[src/rtl/sparc_ifu_thrsched.sv]
// sparc_ifu_thrsched: round-robin IFU thread scheduler with a run quantum.
// Rev 1.0
`default_nettype none

module sparc_ifu_thrsched #(
  parameter int NTHR    = 4,
  parameter int QUANTUM = 16,
  parameter int QW      = 5
) (
  input  logic                    clk,
  input  logic                    arst_l,
  input  logic                    sched_en,
  input  logic                    pipe_hold,
  input  logic [NTHR-1:0]         thr_rdy,
  input  logic [NTHR-1:0]         thr_spec_rdy,
  input  logic [NTHR-1:0]         thr_leave,
  output logic [NTHR-1:0]         schedule,
  output logic                    switch_out,
  output logic [NTHR-1:0]         thr_active,
  output logic                    sched_valid,
  output logic [$clog2(NTHR)-1:0] rr_ptr
);

  localparam int PW = $clog2(NTHR);
  localparam logic [QW-1:0] QMAX = QW'(QUANTUM - 1);

  typedef enum logic [1:0] {
    S_IDLE   = 2'd0,
    S_RUN    = 2'd1,
    S_SWITCH = 2'd2
  } state_e;

  state_e          state_q, state_d;
  logic [QW-1:0]   cnt_q, cnt_d;
  logic [PW-1:0]   rr_ptr_q, rr_ptr_d;
  logic [NTHR-1:0] thr_active_q, thr_active_d;
  logic [NTHR-1:0] schedule_q, schedule_d;
  logic            switch_out_q, switch_out_d;
  logic            sched_valid_q, sched_valid_d;

  logic [NTHR-1:0] rdy_m, spec_m, pool, cand_oh;
  logic [PW-1:0]   cand_idx, idx;
  logic            cand_vld;
  logic            leave_act;

  // The running thread never competes with itself; READY beats SPEC_READY.
  always_comb begin
    rdy_m    = thr_rdy & ~thr_active_q;
    spec_m   = thr_spec_rdy & ~thr_active_q;
    pool     = (|rdy_m) ? rdy_m : spec_m;
    cand_vld = |pool;
    cand_idx = '0;
    idx      = '0;
    // Walk from farthest to nearest so the nearest hit after rr_ptr wins.
    for (int k = NTHR; k >= 1; k--) begin
      idx = PW'((int'(rr_ptr_q) + k) % NTHR);
      if (pool[idx]) cand_idx = idx;
    end
    cand_oh   = {{(NTHR-1){1'b0}}, 1'b1} << cand_idx;
    leave_act = |(thr_leave & thr_active_q);
  end

  always_comb begin
    state_d      = state_q;
    cnt_d        = cnt_q;
    rr_ptr_d     = rr_ptr_q;
    thr_active_d = thr_active_q;
    schedule_d   = '0;
    switch_out_d = 1'b0;
    case (state_q)
      S_IDLE: begin
        if (sched_en && !pipe_hold && cand_vld) begin
          schedule_d   = cand_oh;
          thr_active_d = cand_oh;
          rr_ptr_d     = cand_idx;
          cnt_d        = '0;
          state_d      = S_RUN;
        end
      end
      S_RUN: begin
        // A self-initiated leave is honoured even while the pipe is frozen.
        if (leave_act) begin
          thr_active_d = '0;
          state_d      = S_IDLE;
        end else if (!pipe_hold) begin
          if (cnt_q == QMAX && cand_vld) begin
            switch_out_d = 1'b1;
            thr_active_d = '0;
            state_d      = S_SWITCH;
          end else if (cnt_q != QMAX) begin
            cnt_d = cnt_q + 1'b1;
          end
        end
      end
      S_SWITCH: begin
        if (!pipe_hold) state_d = S_IDLE;
      end
      default: state_d = S_IDLE;
    endcase
    sched_valid_d = |thr_active_d;
  end

  always_ff @(posedge clk or negedge arst_l) begin
    if (!arst_l) begin
      state_q       <= S_IDLE;
      cnt_q         <= '0;
      rr_ptr_q      <= PW'(NTHR - 1);
      thr_active_q  <= '0;
      schedule_q    <= '0;
      switch_out_q  <= 1'b0;
      sched_valid_q <= 1'b0;
    end else begin
      state_q       <= state_d;
      cnt_q         <= cnt_d;
      rr_ptr_q      <= rr_ptr_d;
      thr_active_q  <= thr_active_d;
      schedule_q    <= schedule_d;
      switch_out_q  <= switch_out_d;
      sched_valid_q <= sched_valid_d;
    end
  end

  assign schedule    = schedule_q;
  assign switch_out  = switch_out_q;
  assign thr_active  = thr_active_q;
  assign sched_valid = sched_valid_q;
  assign rr_ptr      = rr_ptr_q;

endmodule

`default_nettype wire

[config.mk]
export PLATFORM = sky130hd
export DESIGN_NAME = sparc_ifu_thrsched
export DESIGN_NICKNAME = d
export VERILOG_FILES = /design/src/rtl/sparc_ifu_thrsched.sv
export SDC_FILE = /design/constraint.sdc
export NUM_CORES = 1
export LEC_CHECK = 0
export CELL_PAD_IN_SITES_DETAIL_PLACEMENT = 1
export CELL_PAD_IN_SITES_GLOBAL_PLACEMENT = 1
export CORE_ASPECT_RATIO = 1.2
export CORE_MARGIN = 10
export CORE_UTILIZATION = 43
export CTS_BUF_LIST = sky130_fd_sc_hd__clkbuf_2 sky130_fd_sc_hd__clkbuf_4 sky130_fd_sc_hd__clkbuf_8
export DETAILED_ROUTE_END_ITERATION = 8
export GPL_TIMING_DRIVEN = 0
export PLACE_DENSITY = 0.91
export SYNTH_ARGS = -nofsm -noshare
export SYNTH_HDL_FRONTEND = slang
export SYNTH_SLANG_ARGS = --single-unit
[constraint.sdc]
create_clock -name clk -period 2.7 [get_ports clk]
set_input_delay 0.27 -clock clk [delete_from_list [all_inputs] [get_ports clk]]
set_output_delay 0.27 -clock clk [all_outputs]
set_load 0.02 [all_outputs]
==> out/qor.yml <==
synth:
  synth_edf_count: 0
  syn-num-nets: 129
  yosys.area_share.simple_pct: 21.9
  ys_ff_latch: 19
  synth_top_family_by_area: "compound AO/OA/AOI/OAI gates"
  synthCells: 111
  yosysWarningCount: 0
  ys_seq_area_share_pct: 38.5
  synth_fa_ha_area_share_pct: 2.02
  synth_mux_area_share_pct: 3.63
  syn_area_per_cell_sq_um: 11.2
  synth-compound-area-share_pct: 30.1
  synthArstFlopShare_pct: 100
  syn_area_sq_um: 1240
  ys_types: 52
  synth_xor_area_share_pct: 1.41
  yosys_most_used_dff: "dfrtp_1"
worst_setup_path:
  crit_required_ps: 2890
  critPathMaxFanout: 9
  arrival_ps: 2190
  critPathCaptureType: "register"
  r2r_cells: 4
  worstSetupStartpointType: "input port"
  reg2reg_from: "state_q[0]"
  ff2ff_setup_slack_ps: 740
  r2r-end: "cnt_q[4]"
  critPathKind: "in2reg"
sta:
  tns_ps: 0
  final-setup-viol-count: 0
  min_period_ps: 2000
  rsz0062_at_grt: "no"
  hold_viol: 0
  max_freq_mhz: 501
  slew_headroom_pct: 42.4
  finClkSkew_ps: 1.04
  fin_crit_sh_pct: 73.9
  maxSlewViolCount: 0
  worst_slew_pin_slew_ps: 862
place:
  hpwl_microns: 2650
  gp_congestion: 0.820
  numPortBuffers: 27
final_layout:
  multi_input_area_sq_um: 733
  ff_latch_area_sq_um: 478
  mostFrequentLayoutCell: "clkdlybuf4s50_1"
  utilization_pct: 56.8
  area_growth_pct: 27.4
  nFillCells: 316
  finalNetCount: 161
  final_cell_mix: "27 x clkdlybuf4s50_1, 17 x dfrtp_1, 7 x nand2b_1"
  n_antenna_cell: 0
  drive_gt1_share_pct: 20.4
cts:
  cts.clk_slew.worst_paths_ps: 100
  clock-root-buffer: "clkbuf_4"
  worst_skew_pair.late_latency_ps: 300
  ctsHoldBuffers: 0
  clock_sinks: 19
  htree_levels: 1
  cts_tree: "done"
  post_cts_buffers: 0
  cts_buffers: 3
  cts_buffer_depth: 2
  cts_resized: 0
floorplan:
  die_area_sq_um: 5440
  dieHeight_microns: 78.9
  coreArea_sq_um: 2790
  start_util_pct: 44.6
  rows: 21
  dieWidth_microns: 69.0
  io_pins: 28
drt:
  wire_per_inst_microns: 18.7
  drt-initial-drc-count: 58
  dr.pass1.iters: 4
  via_count: 1047
  antenna_left: 0
  via_per_inst: 5.95
  wirelength_microns: 3290
  drc: 0
power:
  pwr_density_cell_nw_per_um2: 973
  ir_drop_uv: 554
  leakage_nw: 0.637
hold_path:
  hold_path_class: "in2async"
global_route:
  antenna_found_initial: 0
  grt_pass1_vias: 1156
  grt_max_degree: 20
  track_usage_pct: 12.2
  grt_pass1_wl_microns: 5650
  grt_overflow_total: 0
run:
  drv_cap: 0
status:
  status: "finished, final reports clean"
worst max path at each step:
stage / start / endpoint / slack [ps] / cells after the start
after floorplan: thr_active[0] / thr_active[2] / 880 / 5
after global routing: pipe_hold / thr_active[3] / 630 / 6
final: pipe_hold / cnt_q[4] / 700 / 5
after global placement: pipe_hold / cnt_q[4] / 440 / 5
after detailed placement: pipe_hold / cnt_q[4] / 370 / 5
after CTS: pipe_hold / cnt_q[4] / 680 / 5
logic make-up (layout without fill, tap and decap cells):
| group | after synthesis | in the layout |
|---|---|---|
| simple gates | 43 | 43 |
| compound gates | 36 | 36 |
| flops | 19 | 19 |
| buf+inv | 6 | 37 |
| mux | 3 | 3 |
| xor+xnor | 2 | 2 |
| fa+ha+maj | 2 | 2 |
where the power goes:
part | leakage, nW | internal, W | switching [W]
registers | 0.251 | 0.000379 | 0.000130
logic | 0.369 | 0.000422 | 0.000466
clock network | 0.0177 | 0.0000552 | 0.0000868
total | 0.637 | 0.000857 | 0.000683
through the flow:
step           cell area, sq um  worst slack, ps  std cells  hold slack (ps)  total power (W)
2_1_floorplan              1240              882        111            -25.6          0.00111
3_3_place_gp               1550              444        172              496          0.00137
3_5_place_dp               1550              373        172              521          0.00141
4_1_cts                    1580              677        176              477          0.00156
5_1_grt                    1580              632        176              492          0.00165
6_report                   1580              704        176              451          0.00154
cells in the mapped netlist (all sizes together), types with 2 or more instances:
library cell | number | area [sq um]
and3 | 2 | 12.5
nand2b | 7 | 43.8
nand2 | 4 | 15.0
nor2b | 5 | 38.8
o21bai | 5 | 48.8
nor2 | 6 | 25.0
dfrtp | 17 | 425
ha | 2 | 25.0
nor4b | 2 | 17.5
dfstp | 2 | 52.6
a31oi | 2 | 12.5
nor4 | 2 | 12.5
and2b | 2 | 15.0
nor3 | 4 | 20.0
a211oi | 2 | 20.0
o32ai | 3 | 52.6
xnor2 | 2 | 17.5
o21ai | 5 | 28.8
o2bb2ai | 2 | 30.0
a32o | 2 | 20.0
mux2 | 3 | 45.0
nand4 | 2 | 12.5
inv | 5 | 18.8
a41oi | 3 | 52.6
a21oi | 3 | 15.0
layer usage:
metal | share of wire [%] | track usage (%) | vias up
met1 | 40 | 12.1 | 521
li1 | - | - | 492
met4 | 2.0 | 5.85 | 0
met5 | 0 | 0 | -
met2 | 54 | 23.4 | 28
met3 | 4.7 | 2.49 | 6
critical path: stages:
cell	delay (ps)
clkdlybuf4s50_1	530
or4b_4	560
a41oi_4	370
nor2_2	140
mux2_4	320
registers in the layout (all words and copies together), names as in the netlist:
register	cells
cnt_q	5
schedule	4
thr_active	4
rr_ptr	2
state_q	2
sched_valid	1
switch_out	1
area by class of cell:
class                      instances  share of cell area [%]
buffer                             1                   0.712
clock buffer                       3                    1.42
clock inverter                     1                   0.316
inverter                           5                    1.19
multi-input combinational         86                    46.4
sequential                        19                    30.2
tap                               34                    2.69
timing repair buffer              27                    17.1
Note: power is estimated with default switching activity, not from simulation.
